**src/rtl/prod_accum.sv**
```systemverilog
// -----------------------------------------------------------------------------
// prod_accum
//   Frame accumulator for the multiplier's registered product stream. Sums N
//   consecutive unsigned products into one frame result. The sum saturates at
//   2^AW-1 and carries a sticky overflow flag. The result is handed to the
//   next stage over a valid/ready handshake.
//
//   Products are accepted only while accumulating (ACC). The result is offered
//   only while holding (HOLD). Because of this, in_ready and out_valid are never
//   high together, and both depend only on the state register.
//
// Parameters
//   PW  product width (bits)
//   N   products per frame (2..256)
//   AW  accumulator / result width (bits)
//
// Ports
//   clk        clock, all state updates on posedge
//   rst        asynchronous, active-high reset
//   in_valid   upstream product valid
//   in_ready   block can accept a product this cycle (state ACC)
//   in_data    unsigned product, PW bits
//   out_valid  frame result valid (state HOLD)
//   out_ready  downstream accepts the result
//   out_sum    saturated frame sum, AW bits
//   out_ovf    frame sum exceeded 2^AW-1 at some point in the frame
//   frame_cnt  number of frames handed off, wraps 255 -> 0
// -----------------------------------------------------------------------------
module prod_accum #(
  parameter int PW = 8,
  parameter int N  = 4,
  parameter int AW = 10
) (
  input  logic          clk,
  input  logic          rst,
  input  logic          in_valid,
  output logic          in_ready,
  input  logic [PW-1:0] in_data,
  output logic          out_valid,
  input  logic          out_ready,
  output logic [AW-1:0] out_sum,
  output logic          out_ovf,
  output logic [7:0]    frame_cnt
);

  localparam int            CW   = (N > 1) ? $clog2(N) : 1;
  localparam logic [CW-1:0] LAST = CW'(N - 1);

  typedef enum logic [0:0] {
    ST_ACC  = 1'b0,
    ST_HOLD = 1'b1
  } state_t;

  state_t        state_q,     state_d;
  logic [AW-1:0] acc_q,       acc_d;
  logic [CW-1:0] cnt_q,       cnt_d;
  logic          ovf_q,       ovf_d;
  logic [AW-1:0] out_sum_q,   out_sum_d;
  logic          out_ovf_q,   out_ovf_d;
  logic [7:0]    frame_cnt_q, frame_cnt_d;

  logic [AW:0]   add_s;
  logic          carry_s;
  logic [AW-1:0] sat_s;

  // Clamp an (AW+1)-bit sum to AW bits, using the top bit as the carry.
  function automatic logic [AW-1:0] sat_fn(input logic [AW:0] x);
    sat_fn = x[AW] ? {AW{1'b1}} : x[AW-1:0];
  endfunction

  // Add one bit of headroom so the carry is visible. Once acc is all-ones,
  // any non-zero product sets the carry again. So acc stays saturated and the
  // overflow flag stays set for the rest of the frame.
  assign add_s   = (AW+1)'(acc_q) + (AW+1)'(in_data);
  assign carry_s = add_s[AW];
  assign sat_s   = sat_fn(add_s);

  // Handshake outputs decode the state register only.
  assign in_ready  = (state_q == ST_ACC);
  assign out_valid = (state_q == ST_HOLD);
  assign out_sum   = out_sum_q;
  assign out_ovf   = out_ovf_q;
  assign frame_cnt = frame_cnt_q;

  // Next-state and datapath update for the ACC/HOLD machine.
  always_comb begin
    state_d     = state_q;
    acc_d       = acc_q;
    cnt_d       = cnt_q;
    ovf_d       = ovf_q;
    out_sum_d   = out_sum_q;
    out_ovf_d   = out_ovf_q;
    frame_cnt_d = frame_cnt_q;
    case (state_q)
      ST_ACC: begin
        if (in_valid) begin
          if (cnt_q == LAST) begin
            // Last product of the frame: publish the result and clear for the next frame.
            out_sum_d = sat_s;
            out_ovf_d = ovf_q | carry_s;
            acc_d     = {AW{1'b0}};
            cnt_d     = {CW{1'b0}};
            ovf_d     = 1'b0;
            state_d   = ST_HOLD;
          end else begin
            acc_d = sat_s;
            cnt_d = cnt_q + CW'(1);
            ovf_d = ovf_q | carry_s;
          end
        end else begin
          state_d = ST_ACC;
        end
      end
      ST_HOLD: begin
        // Result is released here; input acceptance resumes on the next cycle.
        if (out_ready) begin
          frame_cnt_d = frame_cnt_q + 8'd1;
          state_d     = ST_ACC;
        end else begin
          state_d = ST_HOLD;
        end
      end
      default: begin
        state_d = ST_ACC;
      end
    endcase
  end

  // State and datapath registers; an async reset drops any partial frame or pending result.
  always_ff @(posedge clk or posedge rst) begin
    if (rst) begin
      state_q     <= ST_ACC;
      acc_q       <= {AW{1'b0}};
      cnt_q       <= {CW{1'b0}};
      ovf_q       <= 1'b0;
      out_sum_q   <= {AW{1'b0}};
      out_ovf_q   <= 1'b0;
      frame_cnt_q <= 8'd0;
    end else begin
      state_q     <= state_d;
      acc_q       <= acc_d;
      cnt_q       <= cnt_d;
      ovf_q       <= ovf_d;
      out_sum_q   <= out_sum_d;
      out_ovf_q   <= out_ovf_d;
      frame_cnt_q <= frame_cnt_d;
    end
  end

endmodule

```
**config.mk**
```make
export PLATFORM = sky130hd
export DESIGN_NAME = prod_accum
export DESIGN_NICKNAME = d
export VERILOG_FILES = /design/src/rtl/prod_accum.sv
export SDC_FILE = /design/constraint.sdc
export NUM_CORES = 1
export LEC_CHECK = 0
export CORE_UTILIZATION = 35
export CTS_CLUSTER_SIZE = 12
export DETAILED_ROUTE_END_ITERATION = 16
export GPL_TIMING_DRIVEN = 0
export PLACE_DENSITY_LB_ADDON = 0.2
export SKIP_LAST_GASP = 1
export SLEW_MARGIN = 0
export SYNTH_ARGS = -nofsm -noshare
export SYNTH_HDL_FRONTEND = slang
export SYNTH_SLANG_ARGS = --single-unit
```
**constraint.sdc**
```tcl
create_clock -name clk -period 2.71 [get_ports clk]
set_clock_uncertainty 0.05 [all_clocks]
set_input_delay 0.813 -clock clk [delete_from_list [all_inputs] [get_ports clk]]
set_output_delay 0.813 -clock clk [all_outputs]
set_load 0.02 [all_outputs]
```
==> impl_metrics.xml, run 1 <==
<?xml version="1.0" encoding="UTF-8"?>
<metrics>
  <group name="clocking">
    <metric name="h-tree-depth" unit="">2</metric>
    <metric name="cts_made_buffers" unit="">5</metric>
    <metric name="clock_insertion_delay_worst_skew" unit="ns">0.29</metric>
    <metric name="clock_tree_from_tritoncts" unit="">done</metric>
    <metric name="postCtsHoldBufs" unit="">0</metric>
    <metric name="ctsRootBufferMaster" unit="">clkbuf_8</metric>
    <metric name="clk_transition_reported_paths" unit="ns">0.07</metric>
    <metric name="max-clock-path-buffers" unit="">2</metric>
    <metric name="post_cts_buffers" unit="">0</metric>
    <metric name="cts_num_sinks" unit="">33</metric>
  </group>
  <group name="routing">
    <metric name="detailedRoute.firstIterationViolations" unit="">61</metric>
    <metric name="number_of_iterations_in_the_first_detailed_routing_pass" unit="">4</metric>
    <metric name="detailroute.via_count" unit="">1425</metric>
    <metric name="drt-wirelength-per-cell" unit="um">13.66</metric>
    <metric name="post-route-drc-count" unit="">0</metric>
    <metric name="drt-total-wl" unit="mm">4.002</metric>
    <metric name="detail_route.vias_per_cell" unit="">4.863</metric>
    <metric name="antenna_violating_nets_post_route" unit="">0</metric>
  </group>
  <group name="setup_path">
    <metric name="critical_path_data_required_time" unit="ns">2.82</metric>
    <metric name="cp.arrival" unit="ns">2.75</metric>
    <metric name="worstSetupEndpointType" unit="">flop</metric>
    <metric name="crit_fanout" unit="">10</metric>
    <metric name="worst-r2r-setup-slack" unit="ns">0.43</metric>
    <metric name="setup.worst_path.start_class" unit="">primary input</metric>
    <metric name="rr_worst_depth" unit="">7</metric>
    <metric name="criticalPathCategory" unit="">primary input to flop</metric>
    <metric name="timing.rr.start" unit="">acc_q[0]</metric>
    <metric name="critical_register_to_register_path_endpoint" unit="">out_sum[6]</metric>
  </group>
  <group name="grt">
    <metric name="grt_max_degree" unit="">34</metric>
    <metric name="globalRoute.totalOverflow" unit="">0</metric>
    <metric name="grtUsageTotal" unit="%">16.06</metric>
    <metric name="antenna_found_initial" unit="">0</metric>
    <metric name="grt_first_pass_wirelength" unit="mm">6.492</metric>
    <metric name="via_count_of_the_first_global_routing_pass" unit="">1402</metric>
  </group>
  <group name="placed_design">
    <metric name="port_buffers" unit="">32</metric>
    <metric name="dp.cells" unit="">284</metric>
    <metric name="finalWeightedCongestion" unit="">0.8252</metric>
    <metric name="hpwlAfterDp" unit="mm">2.833</metric>
    <metric name="dp_slack" unit="ns">-0.4868</metric>
  </group>
  <group name="logic_synthesis">
    <metric name="synth.mux.area_fraction" unit="%">1.251</metric>
    <metric name="synth.avg_cell_area" unit="sq um">9.732</metric>
    <metric name="synth_xor_xnor_area_share" unit="%">5.351</metric>
    <metric name="post_synth_edffs" unit="">0</metric>
    <metric name="main_combinational_cell_family_by_area_after_synthesis" unit="">compound AO/OA/AOI/OAI gates</metric>
    <metric name="synthesized_flop_and_latch_total" unit="">33</metric>
    <metric name="yosysWarningCount" unit="">0</metric>
    <metric name="synth_cell_type_count" unit="">34</metric>
    <metric name="post-synth-top-area-cell" unit="">dfrtp_1</metric>
    <metric name="post-synth-top-area-fraction" unit="%">45.87</metric>
    <metric name="synth-simple-area-share" unit="%">17.44</metric>
    <metric name="post_synth_main_area_contributors" unit="">dfrtp_1 46%, ha_1 6.9%, nand2_1 5.4%</metric>
    <metric name="synth.yosys.seq_area_share" unit="%">45.87</metric>
    <metric name="async_reset_ff_share" unit="%">100.0</metric>
    <metric name="post_synthesis_share_of_cell_area_spent_on_full_adders_half_adders_and_majority_gates" unit="%">8.061</metric>
    <metric name="syn-num-nets" unit="">208</metric>
    <metric name="dominantRegCellSynth" unit="">dfrtp_1</metric>
    <metric name="syn_inst" unit="">185</metric>
    <metric name="synth_compound_area_share" unit="%">17.79</metric>
    <metric name="netlist_area" unit="sq um">1800</metric>
  </group>
  <group name="run_status">
    <metric name="status" unit="">completed</metric>
  </group>
  <group name="sta">
    <metric name="tightestPinTransition" unit="ns">0.4764</metric>
    <metric name="finalHoldViolations" unit="">0</metric>
    <metric name="maxSlewViolCount" unit="">0</metric>
    <metric name="timing.final.ws_setup" unit="ns">0.07478</metric>
    <metric name="finalWorstPathRequiredPeriod" unit="ns">2.635</metric>
    <metric name="maxSlewHeadroom" unit="%">68.24</metric>
    <metric name="final_period_util" unit="%">97.24</metric>
    <metric name="max_freq" unit="MHz">379.5</metric>
    <metric name="setup_viol" unit="">0</metric>
  </group>
  <group name="pwr">
    <metric name="cellPowerDensity" unit="nW/um^2">1183</metric>
    <metric name="cellLeakagePower" unit="nW">1.055</metric>
    <metric name="irDropWorstVdd" unit="V">0.0005645</metric>
  </group>
  <group name="worst_hold_path">
    <metric name="worstHoldStart" unit="">out_sum[0]</metric>
    <metric name="worstHoldPathType" unit="">flop to flop</metric>
    <metric name="hold_path_depth" unit="">2</metric>
    <metric name="hold-path-endpoint" unit="">out_sum[0]</metric>
  </group>
  <group name="layout">
    <metric name="final_cell_mix" unit="">33 x dfrtp_1, 31 x clkdlybuf4s50_1, 26 x nand2_1</metric>
    <metric name="area_growth" unit="%">30.99</metric>
    <metric name="antenna_cells_inserted" unit="">0</metric>
    <metric name="post-route-util" unit="%">48.65</metric>
    <metric name="final_net_count" unit="">248</metric>
    <metric name="mostFrequentLayoutCell" unit="">dfrtp_1</metric>
    <metric name="layout-drive-gt1-share" unit="%">11.06</metric>
    <metric name="final-instance-count-excl-fill" unit="">293</metric>
  </group>
  <group name="floorplan">
    <metric name="die_ar" unit="sq um">5435</metric>
    <metric name="dieWidth" unit="um">73.73</metric>
    <metric name="placeableCoreArea" unit="sq um">4848</metric>
    <metric name="dieHeight" unit="um">73.73</metric>
    <metric name="pin_count" unit="">33</metric>
    <metric name="placement_rows" unit="">25</metric>
    <metric name="initial_utilization" unit="%">37.14</metric>
  </group>
  <group name="run">
    <metric name="drv_cap" unit="">0</metric>
  </group>
</metrics>
what timing repair did:
action,4_1_cts,5_1_grt
gates resized for setup,5,1
pin swaps,3,1
setup endpoints to repair,4,1
synthesized netlist by cell type (2+ instances only):
cell / number
o21ai_0: 16
a21oi_1: 14
nand4_1: 2
dfrtp_1: 33
nor2b_1: 3
a21o_1: 2
xor2_1: 5
nand2_1: 26
inv_1: 5
ha_1: 10
nor2_1: 15
nand3_1: 6
o21ai_1: 3
a21oi_2: 2
o31ai_2: 2
and3_1: 7
xnor2_1: 6
mux2_2: 2
buf_6: 3
o31ai_1: 3
nor4_4: 2
o22ai_1: 2
clkbuf_1: 5
worst max-delay path, cell delays in order:
cell and delay [ns]:
clkdlybuf4s50_1 0.41, ha_1 0.30, buf_6 0.14, a21oi_4 0.15
o22ai_1 0.10, o21a_1 0.19, buf_6 0.15, nor4_4 0.38
o21ai_1 0.10
layout make-up:
type | instances | area (sq um)
clock buffer | 7 | 96.34
timing repair buffer | 33 | 346.6
clock inverter | 1 | 5.005
sequential | 33 | 825.8
inverter | 5 | 18.77
multi-input combinational | 138 | 924.6
buffer | 9 | 57.56
tap | 67 | 83.83
fill | 481 | 2490
through the flow:
stage	hold WS [ns]	power, mW	area (sq um)	setup TNS, ns
after floorplan	0.3998	1.883	1800	0
after global placement	0.4142	2.342	2205	-4.727
after detailed placement	0.4150	2.347	2205	-4.506
after CTS	0.4304	2.796	2323	0
after global routing	0.4615	3.018	2359	-0.006398
final	0.4280	2.791	2359	0
registers in the layout, summed over array words and instances, names as in the netlist:
| name | cells |
|---|---|
| frame_cnt | 8 |
| ovf_q | 1 |
| out_sum | 10 |
| out_ovf | 1 |
| acc_q | 10 |
| cnt_q | 2 |
| out_valid | 1 |
power by group:
part | leakage (nW) | total [mW] | switching, mW | internal (mW)
Sequential | 0.413 | 0.845 | 0.147 | 0.698
Clock | 0.0542 | 0.418 | 0.188 | 0.230
Combinational | 0.588 | 1.53 | 0.839 | 0.688
how the worst max path moves through the flow:
stage | startpoint | to | slack [ns] | cells past startpoint
CTS | in_data[0] | out_sum[6] | 0.07 | 8
detailed placement | in_data[0] | out_sum[6] | -0.49 | 8
global placement | in_data[0] | out_sum[6] | -0.51 | 8
finish | in_data[7] | out_sum[6] | 0.07 | 9
global route | in_data[7] | out_sum[6] | -0.006 | 9
floorplan | in_data[0] | out_sum[6] | 0.13 | 7
layer usage:
layer  vias up  wire (um)  track usage, %
li1        727          -               -
met1       671       1916           20.67
met2        20       1899           25.69
met3         7        126           5.761
met4         0         59           3.846
met5         -          0               0
cell families after synthesis:
kind of cell,count (synthesis)
buffers and inverters,14
DFF,33
and+or+nand+nor,63
adders and majority gates,11
muxes,2
xor gates and xnor gates,11
AOI/OAI and AO/OA,51
No activity file was read; power rests on OpenSTA's default activity.
==> inputs of run 2 (changes only) <==
==> constraint.sdc (replaced) <==
create_clock -name clk -period 2.71 [get_ports clk]
set_clock_uncertainty 0.05 [all_clocks]
set_input_delay 0.813 -clock clk [delete_from_list [all_inputs] [get_ports clk]]
set_output_delay 0.813 -clock clk [all_outputs]
set_load 0.1 [all_outputs]
==> impl_metrics.xml, run 2 (synthesis gave the netlist of run 1 again) <==
<?xml version="1.0" encoding="UTF-8"?>
<metrics>
  <group name="routing">
    <metric name="antenna_violating_nets_post_route" unit="">0</metric>
    <metric name="drt-total-wl" unit="mm">4.006</metric>
    <metric name="detailroute.via_count" unit="">1423</metric>
    <metric name="detail_route.vias_per_cell" unit="">4.857</metric>
    <metric name="detailedRoute.firstIterationViolations" unit="">59</metric>
    <metric name="post-route-drc-count" unit="">0</metric>
    <metric name="number_of_iterations_in_the_first_detailed_routing_pass" unit="">4</metric>
    <metric name="drt-wirelength-per-cell" unit="um">13.67</metric>
  </group>
  <group name="sta">
    <metric name="final_period_util" unit="%">98.18</metric>
    <metric name="maxSlewViolCount" unit="">0</metric>
    <metric name="maxSlewHeadroom" unit="%">34.23</metric>
    <metric name="finalHoldViolations" unit="">0</metric>
    <metric name="max_freq" unit="MHz">375.9</metric>
    <metric name="tightestPinTransition" unit="ns">0.9849</metric>
    <metric name="setup_viol" unit="">0</metric>
    <metric name="finalWorstPathRequiredPeriod" unit="ns">2.661</metric>
    <metric name="hold_ws" unit="ns">0.4279</metric>
  </group>
  <group name="floorplan">
    <metric name="placeableCoreArea" unit="sq um">4848</metric>
    <metric name="dieHeight" unit="um">73.73</metric>
    <metric name="placement_rows" unit="">25</metric>
    <metric name="initial_utilization" unit="%">37.14</metric>
    <metric name="die_ar" unit="sq um">5435</metric>
    <metric name="dieWidth" unit="um">73.73</metric>
    <metric name="pin_count" unit="">33</metric>
  </group>
  <group name="clocking">
    <metric name="ctsRootBufferMaster" unit="">clkbuf_8</metric>
    <metric name="clock_tree_from_tritoncts" unit="">done</metric>
    <metric name="max-clock-path-buffers" unit="">2</metric>
    <metric name="postCtsHoldBufs" unit="">0</metric>
    <metric name="clk_transition_reported_paths" unit="ns">0.07</metric>
    <metric name="clock_insertion_delay_worst_skew" unit="ns">0.29</metric>
    <metric name="cts_num_sinks" unit="">33</metric>
    <metric name="cts_made_buffers" unit="">5</metric>
    <metric name="h-tree-depth" unit="">2</metric>
  </group>
  <group name="worst_hold_path">
    <metric name="worstHoldStart" unit="">out_sum[0]</metric>
    <metric name="hold_path_depth" unit="">2</metric>
    <metric name="worstHoldPathType" unit="">flop to flop</metric>
    <metric name="hold-path-endpoint" unit="">out_sum[0]</metric>
  </group>
  <group name="layout">
    <metric name="filler_cell_count" unit="">482</metric>
    <metric name="layout-drive-gt1-share" unit="%">11.06</metric>
    <metric name="area_growth" unit="%">31.34</metric>
    <metric name="final_cell_mix" unit="">33 x dfrtp_1, 26 x nand2_1, 21 x clkdlybuf4s50_1</metric>
    <metric name="ff_latch_area" unit="sq um">825.8</metric>
    <metric name="final_net_count" unit="">248</metric>
    <metric name="multi_input_gate_area" unit="sq um">924.6</metric>
    <metric name="antenna_cells_inserted" unit="">0</metric>
    <metric name="mostFrequentLayoutCell" unit="">dfrtp_1</metric>
  </group>
  <group name="run_status">
    <metric name="status" unit="">completed</metric>
  </group>
  <group name="setup_path">
    <metric name="critical_register_to_register_path_endpoint" unit="">out_sum[6]</metric>
    <metric name="highest_delay_cell_along_the_critical_path" unit="">clkdlybuf4s50_1</metric>
    <metric name="worstPathBufferInverterCount" unit="">1</metric>
    <metric name="rr_worst_depth" unit="">7</metric>
    <metric name="max_stage_delay" unit="ns">1.14</metric>
    <metric name="worst-r2r-setup-slack" unit="ns">0.43</metric>
    <metric name="cp.arrival" unit="ns">1.80</metric>
    <metric name="setup.worst_path.start_class" unit="">flop</metric>
    <metric name="criticalPathCategory" unit="">flop to output pin</metric>
    <metric name="timing.critical_path.cells" unit="">clkdlybuf4s50_1</metric>
    <metric name="timing.rr.start" unit="">acc_q[0]</metric>
    <metric name="crit_fanout" unit="">2</metric>
    <metric name="worstSetupEndpointType" unit="">output pin</metric>
    <metric name="cp_top_family" unit="">buffers and inverters</metric>
    <metric name="critical_path_data_required_time" unit="ns">1.85</metric>
  </group>
  <group name="placed_design">
    <metric name="hpwlAfterDp" unit="mm">2.833</metric>
    <metric name="port_buffers" unit="">32</metric>
    <metric name="finalWeightedCongestion" unit="">0.8252</metric>
  </group>
  <group name="grt">
    <metric name="grt_max_degree" unit="">34</metric>
    <metric name="via_count_of_the_first_global_routing_pass" unit="">1398</metric>
    <metric name="grt_first_pass_wirelength" unit="mm">6.479</metric>
    <metric name="globalRoute.totalOverflow" unit="">0</metric>
    <metric name="antenna_found_initial" unit="">0</metric>
    <metric name="grtUsageTotal" unit="%">16.03</metric>
  </group>
  <group name="run">
    <metric name="drv_cap" unit="">0</metric>
  </group>
</metrics>
[run 2: changes by cell type in the layout (fill, tap and decap cells not counted)]
cell	delta
clkdlybuf4s50_1	-10
dlygate4sd2_1	+5
dlymetal6s2s_1	+5
[run 2: worst max-delay path by stage]
stage,startpoint,endpoint,slack [ns],cells past startpoint
6_report,frame_cnt[7],frame_cnt[7],0.05,1
5_1_grt,in_data[7],out_sum[6],-0.006,9
4_1_cts,frame_cnt[4],frame_cnt[4],0.005,1
3_5_place_dp,in_data[0],out_sum[6],-0.49,8
3_3_place_gp,in_data[0],out_sum[6],-0.51,8
2_1_floorplan,in_data[0],out_sum[6],0.13,7
[run 2: metal layers]
layer,track usage (%),up-vias,wire length (um)
met5,0,-,0
met4,3.846,0,59
met3,5.761,7,126
met2,25.69,20,1913
met1,20.58,670,1907
li1,-,726,-
[run 2: final cells by class]
class	count	area share, %
clock buffers	7	4.074
multi-input cells	138	39.10
plain buffers	9	2.434
well taps	67	3.545
inverters	5	0.7937
clock inverters	1	0.2116
flip-flops and latches	33	34.92
repair buffers	33	14.92
[run 2: worst register-to-register path, delay by kind of cell (launching register included)]
family	cells	cell delay [ns]
adder cells (fa/ha/maj)	2	0.60
multiplexers	1	0.32
AO/OA/AOI/OAI	2	0.30
AND/OR/NAND/NOR	2	0.47
flip-flops	1	0.41
[run 2: what timing repair did]
action,CTS,global route
resized for setup,10,6
setup endpoints to repair,9,6
gates cloned,0,0
pin swaps,3,1
setup buffers,0,0
[run 2: per-stage QoR]
stage	worst slack, ns	instances	area [sq um]	utilization [%]	setup TNS [ns]
after floorplan	0.1324	185	1800	-	0
after global placement	-0.5063	284	2205	45.47	-4.727
after detailed placement	-0.4868	284	2205	45.47	-4.506
after CTS	0.004835	292	2317	47.79	0
after global routing	-0.006398	293	2365	48.77	-0.006398
final	0.04939	293	2365	48.77	0
Power of run 2 is not shown: default switching activity piles up to over one toggle a cycle in this logic, so the estimate is an artifact.
==> inputs of run 3 (changes only) <==
--- a/config.mk
+++ b/config.mk
@@ -8,8 +8,9 @@
 export CORE_UTILIZATION = 35
 export CTS_CLUSTER_SIZE = 12
 export DETAILED_ROUTE_END_ITERATION = 16
+export GPL_ROUTABILITY_DRIVEN = 0
 export GPL_TIMING_DRIVEN = 0
-export PLACE_DENSITY_LB_ADDON = 0.2
+export MAX_ROUTING_LAYER = met4
 export SKIP_LAST_GASP = 1
 export SLEW_MARGIN = 0
 export SYNTH_ARGS = -nofsm -noshare
==> impl_metrics.xml, run 3 (synthesis gave the netlist of run 1 again) <==
<?xml version="1.0" encoding="UTF-8"?>
<metrics>
  <group name="routing">
    <metric name="detail_route.vias_per_cell" unit="">4.890</metric>
    <metric name="drt-total-wl" unit="mm">3.897</metric>
    <metric name="antenna_violating_nets_post_route" unit="">0</metric>
    <metric name="number_of_iterations_in_the_first_detailed_routing_pass" unit="">5</metric>
    <metric name="drt-wirelength-per-cell" unit="um">13.35</metric>
    <metric name="detailroute.via_count" unit="">1428</metric>
    <metric name="post-route-drc-count" unit="">0</metric>
    <metric name="detailedRoute.firstIterationViolations" unit="">60</metric>
  </group>
  <group name="floorplan">
    <metric name="initial_utilization" unit="%">37.14</metric>
    <metric name="placement_rows" unit="">25</metric>
    <metric name="pin_count" unit="">33</metric>
    <metric name="dieHeight" unit="um">73.73</metric>
    <metric name="placeableCoreArea" unit="sq um">4848</metric>
    <metric name="die_ar" unit="sq um">5435</metric>
    <metric name="dieWidth" unit="um">73.73</metric>
  </group>
  <group name="grt">
    <metric name="globalRoute.totalOverflow" unit="">0</metric>
    <metric name="antenna_found_initial" unit="">0</metric>
    <metric name="grtUsageTotal" unit="%">16.05</metric>
    <metric name="grt_first_pass_wirelength" unit="mm">6.299</metric>
    <metric name="grt_max_degree" unit="">34</metric>
    <metric name="via_count_of_the_first_global_routing_pass" unit="">1337</metric>
  </group>
  <group name="sta">
    <metric name="tightestPinTransition" unit="ns">0.9857</metric>
    <metric name="hold_ws" unit="ns">0.4245</metric>
    <metric name="setup_viol" unit="">0</metric>
    <metric name="max_freq" unit="MHz">375.3</metric>
    <metric name="finalHoldViolations" unit="">0</metric>
    <metric name="final_period_util" unit="%">98.32</metric>
    <metric name="finalWorstPathRequiredPeriod" unit="ns">2.664</metric>
    <metric name="maxSlewViolCount" unit="">0</metric>
    <metric name="maxSlewHeadroom" unit="%">34.08</metric>
    <metric name="totalNegativeSetupSlack" unit="ns">0</metric>
  </group>
  <group name="clocking">
    <metric name="ctsRootBufferMaster" unit="">clkbuf_8</metric>
    <metric name="cts_num_sinks" unit="">33</metric>
    <metric name="post_cts_buffers" unit="">0</metric>
    <metric name="h-tree-depth" unit="">2</metric>
    <metric name="cts_made_buffers" unit="">5</metric>
    <metric name="clock_tree_from_tritoncts" unit="">done</metric>
    <metric name="clk_transition_reported_paths" unit="ns">0.06</metric>
    <metric name="max-clock-path-buffers" unit="">2</metric>
    <metric name="clock_insertion_delay_worst_skew" unit="ns">0.27</metric>
    <metric name="postCtsHoldBufs" unit="">0</metric>
  </group>
  <group name="setup_path">
    <metric name="max_stage_delay" unit="ns">1.15</metric>
    <metric name="worstPathBufferInverterCount" unit="">1</metric>
    <metric name="worstSetupEndpointType" unit="">output pin</metric>
    <metric name="timing.critical_path.depth" unit="">1</metric>
    <metric name="rr_worst_depth" unit="">7</metric>
    <metric name="cp.arrival" unit="ns">1.80</metric>
    <metric name="highest_delay_cell_along_the_critical_path" unit="">clkdlybuf4s50_1</metric>
    <metric name="timing.critical_path.cells" unit="">clkdlybuf4s50_1</metric>
    <metric name="crit_fanout" unit="">4</metric>
    <metric name="setup.worst_path.start_class" unit="">flop</metric>
    <metric name="critical_path_data_required_time" unit="ns">1.85</metric>
    <metric name="criticalPathCategory" unit="">flop to output pin</metric>
    <metric name="cp_top_family" unit="">buffers and inverters</metric>
  </group>
  <group name="layout">
    <metric name="layout-drive-gt1-share" unit="%">11.11</metric>
    <metric name="multi_input_gate_area" unit="sq um">929.6</metric>
    <metric name="mostFrequentLayoutCell" unit="">dfrtp_1</metric>
    <metric name="area_growth" unit="%">30.58</metric>
    <metric name="antenna_cells_inserted" unit="">0</metric>
    <metric name="ff_latch_area" unit="sq um">825.8</metric>
    <metric name="filler_cell_count" unit="">473</metric>
    <metric name="final_net_count" unit="">248</metric>
    <metric name="final_cell_mix" unit="">33 x dfrtp_1, 26 x nand2_1, 24 x clkdlybuf4s50_1</metric>
    <metric name="post-route-util" unit="%">48.49</metric>
  </group>
  <group name="run_status">
    <metric name="status" unit="">completed</metric>
  </group>
  <group name="worst_hold_path">
    <metric name="hold_path_depth" unit="">1</metric>
    <metric name="worstHoldPathType" unit="">flop to flop</metric>
  </group>
  <group name="run">
    <metric name="drv_cap" unit="">0</metric>
  </group>
  <group name="placed_design">
    <metric name="hpwlAfterDp" unit="mm">2.853</metric>
    <metric name="port_buffers" unit="">32</metric>
  </group>
</metrics>
## run 3: cell count changes in the layout (fill, tap and decap cells not counted), sizes merged
| cell | previous run | this run |
|---|---|---|
| dlymetal6s2s | 5 | 3 |
| clkdlybuf4s50 | 21 | 24 |
| dlygate4sd2 | 6 | 5 |
| clkinv | 2 | 1 |
## run 3: what timing repair did
item / 4_1_cts / 5_1_grt
gates resized for setup: 8 / 6
setup endpoints to repair: 8 / 4
pin swaps: 3 / 1
endpoints found under the hold margin: 0 / 0
## run 3: final cells by class
cell class                 count  share of cell area [%]
timing repair buffer          33                   14.85
clock buffer                   7                   3.672
buffer                         9                   2.448
multi-input combinational    138                   39.54
sequential                    33                   35.13
inverter                       5                  0.7983
tap                           67                   3.566
## run 3: path summary, 6_finish.rpt
kind                         startpoint           end  slack (ns)
max                        frame_cnt[1]  frame_cnt[1]        0.05
min                        frame_cnt[7]  frame_cnt[7]        0.42
max reg2reg                    acc_q[0]    out_sum[6]        0.45
min reg2reg                frame_cnt[7]  frame_cnt[7]        0.42
max in group asynchronous           rst      acc_q[8]        1.47
min in group asynchronous           rst  frame_cnt[7]        0.73
## run 3: routing by layer
| metal | share of wire [%] | vias to the layer above | wire, um | track usage (%) |
|---|---|---|---|---|
| met3 | 3.5 | 4 | 135 | 3.841 |
| met5 | 0 | - | 0 | - |
| met2 | 47 | 29 | 1847 | 23.85 |
| met4 | 1.1 | 0 | 41 | 4.487 |
| met1 | 48 | 671 | 1872 | 21.79 |
| li1 | - | 724 | - | - |
## run 3: worst reg2reg max path, stage by stage, from the launching register on
cell and delay [ns]:
dfrtp_1 0.41, ha_4 0.19, fa_2 0.41, a21o_1 0.20
nand3_1 0.09, mux2_2 0.36, nor4_4 0.33, o21ai_1 0.10
## run 3: per-stage QoR
step                      instances  instance area [sq um]  setup WS [ns]
after floorplan                 185                   1800         0.1324
after global placement          284                   2205        -0.4756
after detailed placement        284                   2205        -0.4833
after CTS                       291                   2300        0.02188
after global routing            292                   2351       -0.01173
final                           292                   2351        0.04551
Power of run 3 is left out for the same reason.
